<file path="src/rtl/eightbit_issue_unit_pkg.sv">
// Shared definitions for the 8-bit issue unit and its ALU: op codes,
// instruction field positions and FSM state encoding.
package eightbit_issue_unit_pkg;

    localparam int OP_LSB = 13;
    localparam int RD_LSB = 10;
    localparam int RS_LSB = 7;
    localparam int RT_LSB = 4;

    localparam logic [2:0] OP_ADD = 3'b000;
    localparam logic [2:0] OP_SUB = 3'b001;
    localparam logic [2:0] OP_AND = 3'b010;
    localparam logic [2:0] OP_OR  = 3'b011;
    localparam logic [2:0] OP_XOR = 3'b100;
    localparam logic [2:0] OP_SHL = 3'b101;
    localparam logic [2:0] OP_EQ  = 3'b110;
    localparam logic [2:0] OP_NE  = 3'b111;

    localparam logic [1:0] ST_IDLE = 2'd0;
    localparam logic [1:0] ST_EXEC = 2'd1;
    localparam logic [1:0] ST_WB   = 2'd2;

    typedef struct packed {
        logic [2:0] op;
        logic [2:0] rd;
        logic [2:0] rs;
        logic [2:0] rt;
    } fields_t;

    function automatic fields_t decode(input logic [15:0] word);
        fields_t f;
        f.op = word[OP_LSB +: 3];
        f.rd = word[RD_LSB +: 3];
        f.rs = word[RS_LSB +: 3];
        f.rt = word[RT_LSB +: 3];
        return f;
    endfunction

    // Compare ops only steer branch_taken and never write a register.
    function automatic logic is_compare(input logic [2:0] op);
        return op[2:1] == 2'b11;
    endfunction

endpackage

</file>
<file path="src/rtl/eightbit_regfile.sv">
// 8x8 register file: two issue read ports, one debug read port, and a single
// write port where a writeback beats an external load to the same register.
module eightbit_regfile
    import eightbit_issue_unit_pkg::*;
(
    input  logic       clk,
    input  logic       rst,
    input  logic [2:0] rs_addr,
    input  logic [2:0] rt_addr,
    output logic [7:0] rs_data,
    output logic [7:0] rt_data,
    input  logic [2:0] dbg_addr,
    output logic [7:0] dbg_data,
    input  logic       wb_en,
    input  logic [2:0] wb_addr,
    input  logic [7:0] wb_data,
    input  logic       ld_en,
    input  logic [2:0] ld_addr,
    input  logic [7:0] ld_data
);

    logic [7:0] regs_reg [0:7];
    logic [7:0] wb_hit;
    logic [7:0] ld_hit;

    // R0 is hardwired: no hit line ever selects it.
    assign wb_hit[0] = 1'b0;
    assign ld_hit[0] = 1'b0;

    generate
        for (genvar gi = 1; gi < 8; gi++) begin : g_hit
            assign wb_hit[gi] = wb_en && (wb_addr == 3'(gi));
            assign ld_hit[gi] = ld_en && (ld_addr == 3'(gi));
        end
    endgenerate

    always_ff @(posedge clk) begin
        if (rst) begin
            for (int i = 0; i < 8; i++) begin
                regs_reg[i] <= 8'h00;
            end
        end else begin
            for (int i = 1; i < 8; i++) begin
                if (wb_hit[i]) begin
                    regs_reg[i] <= wb_data;
                end else if (ld_hit[i]) begin
                    regs_reg[i] <= ld_data;
                end
            end
        end
    end

    assign rs_data  = (rs_addr  == 3'd0) ? 8'h00 : regs_reg[rs_addr];
    assign rt_data  = (rt_addr  == 3'd0) ? 8'h00 : regs_reg[rt_addr];
    assign dbg_data = (dbg_addr == 3'd0) ? 8'h00 : regs_reg[dbg_addr];

endmodule

</file>
<file path="src/rtl/eightbit_issue_unit.sv">
// Three-state issue unit: latches operands for an external ALU, captures its
// result one cycle later and writes it back to the register file.
module eightbit_issue_unit
    import eightbit_issue_unit_pkg::*;
(
    input  logic        clk,
    input  logic        rst,
    input  logic [15:0] instr,
    input  logic        instr_valid,
    output logic        instr_ready,
    input  logic        ld_en,
    input  logic [2:0]  ld_addr,
    input  logic [7:0]  ld_data,
    output logic [7:0]  alu_a,
    output logic [7:0]  alu_b,
    output logic [2:0]  alu_sel,
    input  logic [7:0]  alu_f,
    input  logic        alu_ovf,
    input  logic        alu_zero,
    output logic        done,
    output logic [7:0]  result,
    output logic        branch_taken,
    output logic        ovf_sticky,
    input  logic        clr_ovf,
    input  logic [2:0]  dbg_addr,
    output logic [7:0]  dbg_data
);

    logic [1:0] state_reg;
    logic [2:0] rd_reg;
    logic [7:0] alu_a_reg;
    logic [7:0] alu_b_reg;
    logic [2:0] alu_sel_reg;
    logic [7:0] result_reg;
    logic       branch_reg;
    logic       ovf_reg;

    fields_t    fields;
    logic [7:0] rs_data;
    logic [7:0] rt_data;
    logic       accept;
    logic       wb_en;
    logic       unused_low_bits;

    assign fields          = decode(instr);
    assign unused_low_bits = ^instr[3:0];
    assign accept          = (state_reg == ST_IDLE) && instr_valid;
    assign wb_en           = (state_reg == ST_WB) && !is_compare(alu_sel_reg);

    eightbit_regfile u_regfile (
        .clk      (clk),
        .rst      (rst),
        .rs_addr  (fields.rs),
        .rt_addr  (fields.rt),
        .rs_data  (rs_data),
        .rt_data  (rt_data),
        .dbg_addr (dbg_addr),
        .dbg_data (dbg_data),
        .wb_en    (wb_en),
        .wb_addr  (rd_reg),
        .wb_data  (result_reg),
        .ld_en    (ld_en),
        .ld_addr  (ld_addr),
        .ld_data  (ld_data)
    );

    always_ff @(posedge clk) begin
        if (rst) begin
            state_reg   <= ST_IDLE;
            rd_reg      <= 3'd0;
            alu_a_reg   <= 8'h00;
            alu_b_reg   <= 8'h00;
            alu_sel_reg <= 3'd0;
            result_reg  <= 8'h00;
            branch_reg  <= 1'b0;
            ovf_reg     <= 1'b0;
        end else begin
            case (state_reg)
                ST_IDLE: begin
                    if (accept) begin
                        rd_reg      <= fields.rd;
                        alu_a_reg   <= rs_data;
                        alu_b_reg   <= rt_data;
                        alu_sel_reg <= fields.op;
                        state_reg   <= ST_EXEC;
                    end
                end
                ST_EXEC: begin
                    result_reg <= alu_f;
                    if (is_compare(alu_sel_reg)) begin
                        branch_reg <= alu_zero;
                    end
                    state_reg <= ST_WB;
                end
                ST_WB: begin
                    state_reg <= ST_IDLE;
                end
                default: begin
                    state_reg <= ST_IDLE;
                end
            endcase

            // A clear in the same cycle as an overflowing add wins.
            if (clr_ovf) begin
                ovf_reg <= 1'b0;
            end else if ((state_reg == ST_EXEC) && (alu_sel_reg == OP_ADD) && alu_ovf) begin
                ovf_reg <= 1'b1;
            end
        end
    end

    assign instr_ready  = (state_reg == ST_IDLE);
    assign done         = (state_reg == ST_WB);
    assign alu_a        = alu_a_reg;
    assign alu_b        = alu_b_reg;
    assign alu_sel      = alu_sel_reg;
    assign result       = result_reg;
    assign branch_taken = branch_reg;
    assign ovf_sticky   = ovf_reg;

endmodule
</file>
<file path="config.mk">
export PLATFORM = sky130hd
export DESIGN_NAME = eightbit_issue_unit
export DESIGN_NICKNAME = d
export VERILOG_FILES = /design/src/rtl/eightbit_issue_unit_pkg.sv /design/src/rtl/eightbit_regfile.sv /design/src/rtl/eightbit_issue_unit.sv
export SDC_FILE = /design/constraint.sdc
export NUM_CORES = 1
export LEC_CHECK = 0
export CAP_MARGIN = 10
export CORE_ASPECT_RATIO = 0.5
export CORE_MARGIN = 4
export CORE_UTILIZATION = 30
export CTS_BUF_LIST = sky130_fd_sc_hd__clkbuf_4
export DETAILED_ROUTE_END_ITERATION = 10
export PLACE_DENSITY = 0.62
export SYNTH_ARGS = -nofsm -noshare
export SYNTH_HDL_FRONTEND = slang
export SYNTH_HIERARCHICAL = 1
export SYNTH_SLANG_ARGS = --single-unit
</file>
<file path="constraint.sdc">
create_clock -name clk -period 2.04 [get_ports clk]
set_clock_uncertainty 0.1 [all_clocks]
set_input_delay 0.306 -clock clk [delete_from_list [all_inputs] [get_ports clk]]
set_output_delay 0.306 -clock clk [all_outputs]
set_load 0.02 [all_outputs]
</file>
==> results of run 1 <==
[cell usage after synthesis, types with 2 or more instances]
| cell | count | share of area [%] |
|---|---|---|
| nor2_1 | 24 | 1.6 |
| nand4bb_1 | 3 | 0.60 |
| buf_2 | 24 | 2.1 |
| nand2b_1 | 18 | 2.0 |
| a31oi_1 | 2 | 0.22 |
| buf_8 | 3 | 0.80 |
| and2b_1 | 4 | 0.54 |
| mux2_1 | 21 | 4.2 |
| o21a_1 | 3 | 0.40 |
| a211oi_1 | 8 | 1.1 |
| a21oi_1 | 16 | 1.4 |
| and2_1 | 3 | 0.34 |
| a221oi_1 | 22 | 3.4 |
| buf_6 | 4 | 0.80 |
| and4b_1 | 2 | 0.36 |
| clkbuf_1 | 11 | 0.74 |
| dfxtp_1 | 34 | 12 |
| nand2_1 | 63 | 4.2 |
| o22ai_1 | 16 | 1.8 |
| nand4b_2 | 2 | 0.54 |
| a221oi_2 | 12 | 3.2 |
| o22ai_2 | 24 | 5.4 |
| nor2b_1 | 14 | 1.6 |
| mux2i_1 | 81 | 14 |
| a311oi_1 | 8 | 1.3 |
| nand3b_1 | 3 | 0.40 |
| a22oi_1 | 3 | 0.40 |
| or3b_1 | 2 | 0.31 |
| edfxtp_1 | 56 | 30 |
| buf_4 | 9 | 1.2 |
[final cells by class]
| type | instances | area, µm² | share of cell area, % |
|---|---|---|---|
| Clock buffer | 9 | 67.6 | 0.910 |
| Multi-Input combinational cell | 366 | 3050 | 41.1 |
| Timing Repair Buffer | 171 | 1540 | 20.7 |
| Tap cell | 234 | 293 | 3.94 |
| Clock inverter | 7 | 106 | 1.43 |
| Sequential cell | 90 | 2360 | 31.8 |
| Inverter | 1 | 3.75 | 0.0506 |
[cells in the final DEF, fill, tap and decap left out, drive strengths merged, types with 3 or more instances in the layout]
master and count:
o21a 3, o22ai 40, nand2 63, edfxtp 56, nand4bb 3, clkdlybuf4s50 64
nor2 24, and2b 5, mux2i 81, a22oi 3, dfxtp 34, and2 3
nor2b 14, inv 6, mux2 21, a211oi 8, a221oi 34, nand3b 3
dlymetal6s2s 3, clkbuf 10, nand2b 18, a21oi 16, buf 101, a311oi 8
[cell families after synthesis]
family                 synth area share, %
buffers and inverters                 5.77
flip-flops                            42.2
AND/OR/NAND/NOR                       14.0
AO/OA/AOI/OAI                         19.3
multiplexers                          18.7
[worst paths after layout]
kind | start | endpoint | slack, ns | cells past startpoint
worst max-delay path | u_regfile/regs_reg[3][6] | dbg_data[6] | -0.12 | 4
worst min-delay path | rst | rd_reg[2] | 0.22 | 3
worst max register to register | u_regfile/regs_reg[3][6] | alu_a[6] | 0.13 | 7
worst min register to register | result[1] | result[1] | 0.39 | 2
[per-stage QoR]
stage | TNS (ns) | setup WS, ns | hold slack, ns | utilization (%)
after floorplan | 0 | 0.00959 | 0.285 | -
after global placement | -7.48 | -0.871 | 0.362 | 39.6
after detailed placement | -9.05 | -0.863 | 0.367 | 39.6
after CTS | -0.611 | -0.138 | 0.197 | 41.3
after global routing | -0.957 | -0.185 | 0.216 | 41.7
final | -0.476 | -0.116 | 0.215 | 41.7
[power by group]
| part | internal, mW | switching [mW] | leakage [nW] |
|---|---|---|---|
| clock network | 0.524 | 0.686 | 0.0953 |
| logic | 0.493 | 0.505 | 2.03 |
| registers | 2.03 | 0.0978 | 0.865 |
[layer usage]
metal | vias to the layer above | share of wire [%]
li1 | 2209 | -
met1 | 2255 | 48
met2 | 181 | 44
met3 | 27 | 6.4
met4 | 0 | 1.4
met5 | - | 0
[worst min-delay path: stages]
cell,delay (ns)
buf_2,0.15
buf_12,0.19
nor2_1,0.11
[repair_timing]
action | 4_1_cts | 5_1_grt
gates resized for setup | 67 | 11
endpoints found under the setup margin | 9 | 10
setup buffers | 7 | 5
hold endpoints to repair | 0 | 0
pin swaps | 4 | 3
==> qor.yml, run 1 <==
place_congestion: 0.893
ys_warn_count: 6
status: "complete, but fails checks"
synth_edf_count: 56
finalHoldViolations: 0
peakVddDrop_v: 0.000288
p_per_area_nw_per_um2: 584
slew_viol_final: 0
crit_family: "flip-flops"
use_met3_pct: 2.85
dieArea_um2: 21000
arrival_ns: 1.75
synth.distinct_cells: 43
grt_util_all_layers_pct: 16.3
synth-seq-cells: 90
fill_cells: 1718
wl_per_cell_um: 20.0
setup_violations: 6
startpoint_type: "flip-flop"
cp.required_ns: 1.63
cts.sinks: 90
yosysSeqAreaShare_pct: 42.2
antenna_found_initial: 0
syn-num-nets: 553
async_flop_share_pct: 0
grt.busiest_layer: "met2"
rsz0062_at_grt: "true"
netlist_area_um2: 5600
syn_area_per_cell_um2: 11.0
die_height_um: 105
grt.overflow.total: 0
cp-end-kind: "output port"
first_pass_iters: 5
finalInstanceArea_um2: 7420
cts_buffers: 9
drt_iter0_markers: 381
cpPeakStageDelay_ns: 0.49
largest_register_ffs: 56
grt_pass1_wl_mm: 27.2
cts_tree: "done"
tightest_slew_ns: 0.485
slowest_stage: "edfxtp_1"
worst_skew_pair.late_latency_ns: 0.46
gr-usage-met2_pct: 24.9
htree_num_levels: 3
via_per_inst: 5.32
ys.flop_type: "edfxtp_1"
port_buffers: 79
grt_max_degree: 55
area_delta_synth_final_pct: 32.7
fin_ws_ns: -0.116
antenna_cells: 0
place_area_um2: 7060
drc: 0
core_area_um2: 17800
fin_crit_ns: 2.16
max-cap-violations: 0
root_buffer: "clkbuf_4"
grt_use_met1_pct: 24.3
ant_nets: 0
fin_cells: 878
syn_inst: 508
post-dp-hpwl_mm: 13.4
hp-class: "primary input to flip-flop"
place_inst: 851
p_leak_nw: 2.99
num_rows: 34
wirelength_mm: 17.6
grt_pass1_vias: 4565
start_util_pct: 31.4
power.total_mw: 4.34
ctsHoldBuffers: 0
path_common_cell: "a221oi_2"
max-slew-margin-rel_pct: 67.6
path_buf_inv: 1
timing.fmax_mhz: 464
vias: 4672
path_clk_slew_ns: 0.17
cts_buffer_depth: 2
path_max_fanout: 2
violations: "setup timing"
timing_worst_setup_path_type: "flip-flop to output port"
fin_crit_sh_pct: 106
die_width_um: 201
fin_nets: 684
io_pins: 84
crit_chain: "mux2_4 > a221oi_2 > a221oi_2 > buf_4"
drive_gt1_share_pct: 28.3
(Power assumes the default switching activity.)
==> inputs of run 2 (changes only) <==
PLACE_DENSITY = 0.6   (was 0.62)
clock period = 2.1 ns   (was 2.04 ns; I/O delays follow)
==> qor.yml, run 2 (synthesized netlist as in run 1, its figures left out) <==
status: "complete, but fails checks"
violations: "setup timing"
rsz0062_at_grt: "true"
whs_ns: 0.220
worstReg2RegStart: "state_reg[1]"
use_met3_pct: 5.35
ant_nets: 0
finalHoldViolations: 0
grt.overflow.total: 0
drt_iter0_markers: 359
htree_num_levels: 3
cpPeakStageDelay_ns: 0.51
core_area_um2: 17800
path_clk_slew_ns: 0.17
first_pass_iters: 5
vias: 4596
drc: 0
antenna_found_initial: 1
grt_pass1_wl_mm: 27.0
fin_ws_ns: -0.0685
hp-class: "primary input to flip-flop"
wirelength_mm: 17.2
start_util_pct: 31.4
worst_skew_pair.late_latency_ns: 0.47
clkPwrFrac_pct: 23.7
place_congestion: 0.891
startpoint_type: "flip-flop"
grt_util_all_layers_pct: 16.1
post-dp-hpwl_mm: 13.1
p_per_area_nw_per_um2: 540
fin_crit_sh_pct: 103
grt_use_met1_pct: 22.0
hold_end: "rd_reg[1]"
combPwrFrac_pct: 23.8
seqPwrFrac_pct: 52.5
reg2reg_depth: 7
internal_power_mw: 2.71
layout_commonest_cell: "mux2i_1"
port_buffers: 79
timing.fmax_mhz: 461
setup_violations: 4
crit_chain: "mux2_4 > a221oi_4 > a221oi_2 > buf_2"
die_height_um: 105
antenna_cells: 0
fin_crit_ns: 2.17
root_buffer: "clkbuf_4"
tightest_slew_ns: 0.470
cts_tree: "done"
via_per_inst: 5.31
largest_register_ffs: 56
num_rows: 34
hp-start: "rst"
arrival_ns: 1.75
switching_share_pct: 31.5
rr_endpoint: "u_regfile/regs_reg[2][3]"
wl_per_cell_um: 19.9
grt.busiest_layer: "met2"
peakVddDrop_v: 0.000249
cts_buffer_depth: 2
area_delta_synth_final_pct: 30.7
gr-usage-met2_pct: 24.9
mostFrequentLayoutCells: "81 x mux2i_1, 67 x buf_4, 66 x clkdlybuf4s50_1, 63 x nand2_1, 56 x edfxtp_1"
cts.sinks: 90
p_leak_nw: 2.87
fin_nets: 671
grt_max_degree: 57
max-slew-margin-rel_pct: 68.5
whs_path_depth: 3
path_max_fanout: 2
cts_buffers: 9
timing_worst_setup_path_type: "flip-flop to output port"
die_width_um: 201
p_sw_mw: 1.24
cp.required_ns: 1.68
io_pins: 84
ff2ff_setup_slack_ns: 0.18
finalInstanceArea_um2: 7310
crit_family: "flip-flops"
max-cap-violations: 0
grt_pass1_vias: 4611
slew_viol_final: 0
place_area_um2: 7070
drive_gt1_share_pct: 26.3
dieArea_um2: 21000
path_buf_inv: 1
setup_tns_ns: -0.238
cp-end-kind: "output port"
slowest_stage: "edfxtp_1"
[run 2: per-stage QoR]
stage | utilization (%) | std cells | setup slack [ns] | power [mW]
floorplan | - | 508 | 0.0227 | 2.59
global placement | 39.7 | 844 | -0.905 | 3.02
detailed placement | 39.7 | 844 | -0.885 | 3.03
CTS | 40.7 | 861 | -0.0933 | 3.97
global route | 41.0 | 865 | -0.142 | 4.13
finish | 41.0 | 865 | -0.0685 | 3.95
[run 2: power by group through the flow]
stage / sequential [mW] / combinational [mW] / clock, mW
after floorplan: 2.10 / 0.490 / 0
after global placement: 2.10 / 0.913 / 0
after detailed placement: 2.11 / 0.924 / 0
after CTS: 2.07 / 0.934 / 0.964
after global routing: 2.09 / 1.01 / 1.04
final: 2.07 / 0.940 / 0.937
[run 2: worst reg2reg max path: cells and delay by family, from the launching register on]
family,cells,cell delay [ns]
and+or+nand+nor,4,0.68
buffers and inverters,2,0.42
DFF,1,0.37
AOI/OAI and AO/OA,1,0.08
[run 2: layout make-up]
cell class / count / area [µm²]
clock inverter: 7 / 57.6
sequential: 90 / 2360
fill: 1693 / 10500
clock buffer: 9 / 67.6
tap: 234 / 293
inverter: 1 / 3.75
multi-input combinational: 366 / 3030
timing repair buffer: 158 / 1500
[run 2: worst max-delay path by stage]
| stage | startpoint | to | slack (ns) | depth (start not counted) |
|---|---|---|---|---|
| global placement | dbg_addr[0] | dbg_data[6] | -0.91 | 6 |
| finish | u_regfile/regs_reg[3][1] | dbg_data[1] | -0.07 | 4 |
| global route | u_regfile/regs_reg[3][1] | dbg_data[1] | -0.14 | 4 |
| CTS | u_regfile/regs_reg[3][1] | dbg_data[1] | -0.09 | 4 |
| detailed placement | dbg_addr[0] | dbg_data[6] | -0.89 | 6 |
| floorplan | state_reg[1] | u_regfile/regs_reg[3][0] | 0.02 | 6 |
[run 2: per-layer routing]
layer  wire length [µm]  share of wire [%]  vias up
met4                211                1.2        2
li1                   -                  -     2180
met2               7700                 45      160
met3               1200                7.0       19
met1               8070                 47     2235
met5                 12              0.070        -
[run 2: repair_timing]
item	in CTS	in global routing
setup buffers	2	4
setup endpoints to repair	9	14
gates resized for setup	63	5
pin swaps	3	2
hold buffers	0	0
==> edit, RTL diff (flow settings as in run 1) <==
Register the output `dbg_data`, with the module's reset; this adds one clock of latency there. The other outputs are not delayed to match.
--- a/src/rtl/eightbit_issue_unit.sv
+++ b/src/rtl/eightbit_issue_unit.sv
@@ -26,4 +26,6 @@
     output logic [7:0]  dbg_data
 );
+
+    logic [7:0] dbg_data_d;
 
     logic [1:0] state_reg;
@@ -56,5 +58,5 @@
         .rt_data  (rt_data),
         .dbg_addr (dbg_addr),
-        .dbg_data (dbg_data),
+        .dbg_data (dbg_data_d),
         .wb_en    (wb_en),
         .wb_addr  (rd_reg),
@@ -119,3 +121,11 @@
     assign ovf_sticky   = ovf_reg;
 
+    always_ff @(posedge clk) begin
+        if (rst) begin
+            dbg_data <= '0;
+        end else begin
+            dbg_data <= dbg_data_d;
+        end
+    end
+
 endmodule
Formal check against the unedited RTL: not equivalent (Yosys sat finds a counterexample within 4 cycles, from zero or initial values and one cycle with rst high).
==> edit against run 1 <==
Setup slack improved by 0.21 ns; total power shrank 2.5%; routed wire length barely moved; sequential cell count up 8; design area is 1.9% lower; synthesized area grew 3.8%; first-iteration DRC count rose by 3.1%; core utilization shrank 2.7 points; critical endpoint is now alu_sel[1]; largest cell class unchanged; highest routed layer is now met5.
==> edit: results (changes against run 1) <==
- Status: finished clean (was complete, but fails checks)
- Comb pwr share: 0.218 (was 0.230)
- Seq/Total Area, Yosys: 0.4344 (was 0.4221)
- CP arrival: 1.54 ns (was 1.75 ns)
- Reg2reg end: u_regfile/regs_reg[6][4] (was alu_a[6])
- Wl on met1: 8.626 mm (was 8.468 mm)
- Final net count: 673 (was 684)
- VDD IR max: 0.2626 mV (was 0.2880 mV)
- Largest net degree at the start of global routing: 36 (was 55)
- Post-synthesis compound-gate area fraction: 0.1864 (was 0.1934)
- Drt via density: 5.123 (was 5.321)
- Critical Path Fanout Max: 4 (was 2)
- CP max-delay cell: clkdlybuf4s50_1 (was edfxtp_1)
- Setup Fix Bufs, Post-CTS: 0 (was 7)
- Antenna violations before repair: 2 (was 0)
- Min-delay src: alu_f[6] (was rst)
- Critical R2R Launch: alu_sel[1] (was u_regfile/regs_reg[3][6])
- Pre-CTS WS: -0.2669 ns (was -0.8633 ns)
- Vias in the first global route: 4347 (was 4565)
- Mapped Nets: 569 (was 553)
- Tot GR Track Use: 0.1622 (was 0.1633)
- WL final: 17.58 mm (was 17.57 mm)
- Routability cong.: 0.8858 (was 0.8928)
- Multiplexer share of the synthesized area: 0.1803 (was 0.1871)
- Switching share of power: 0.3070 (was 0.2971)
- Highest Signal Layer: met5 (was met4)
- GRT met3 Usage: 0.04389 (was 0.02847)
- DR pass1 iterations: 4 (was 5)
- Wire length on met2: 7.496 mm (was 7.721 mm)
- Top cells by area, synth: edfxtp_1 (29%), dfxtp_1 (14%), mux2i_1 (14%), o22ai_2 (5.2%), mux2_1 (4.1%) (was edfxtp_1 (30%), mux2i_1 (14%), dfxtp_1 (12%), o22ai_2 (5.4%), mux2_1 (4.2%))
- Met1 global-route usage: 0.2381 (was 0.2425)
- Hold path endpoint: result[6] (was rd_reg[2])
- Worst Tran Pin Value: 0.6764 ns (was 0.4853 ns)
- Crit path to: alu_sel[1] (was dbg_data[6])
- Post-synth top cells: mux2i_1 (81), nand2_1 (63), edfxtp_1 (56), dfxtp_1 (42) (was mux2i_1 (81), nand2_1 (63), edfxtp_1 (56), dfxtp_1 (34))
- Final HPWL DP: 13.76 mm (was 13.41 mm)
- DRT iter0 DRCs: 393 (was 381)
-- edit: layout make-up --
class                      instances  area, um^2
sequential                        98        2522
timing repair buffer             144        1328
clock buffer                       9       67.56
multi-input combinational        374        2970
tap                              259       324.1
fill                            1843       11420
clock inverter                     7       67.56
inverter                           1       3.754
-- edit: stage by stage --
step / area, um^2 / hold slack, ns / cells / power, mW
4_1_cts: 7277 / 0.2294 / 892 / 4.265
6_report: 7283 / 0.2500 / 892 / 4.231
3_3_place_gp: 7143 / 0.3621 / 876 / 3.248
3_5_place_dp: 7143 / 0.3672 / 876 / 3.265
2_1_floorplan: 5819 / 0.2776 / 524 / 2.846
5_1_grt: 7283 / 0.1983 / 892 / 4.438
-- edit: worst reg2reg max path, delay by kind of cell (launching register included) --
kind | cells | cell delay [ns]
flip-flops | 1 | 0.36
AND/OR/NAND/NOR | 4 | 1.16
-- edit: timing repair --
action | 4_1_cts | 5_1_grt
gates resized for setup | 1 | 3
hold buffers | 0 | 0
endpoints found under the setup margin | 1 | 10
pin swaps | 0 | 0
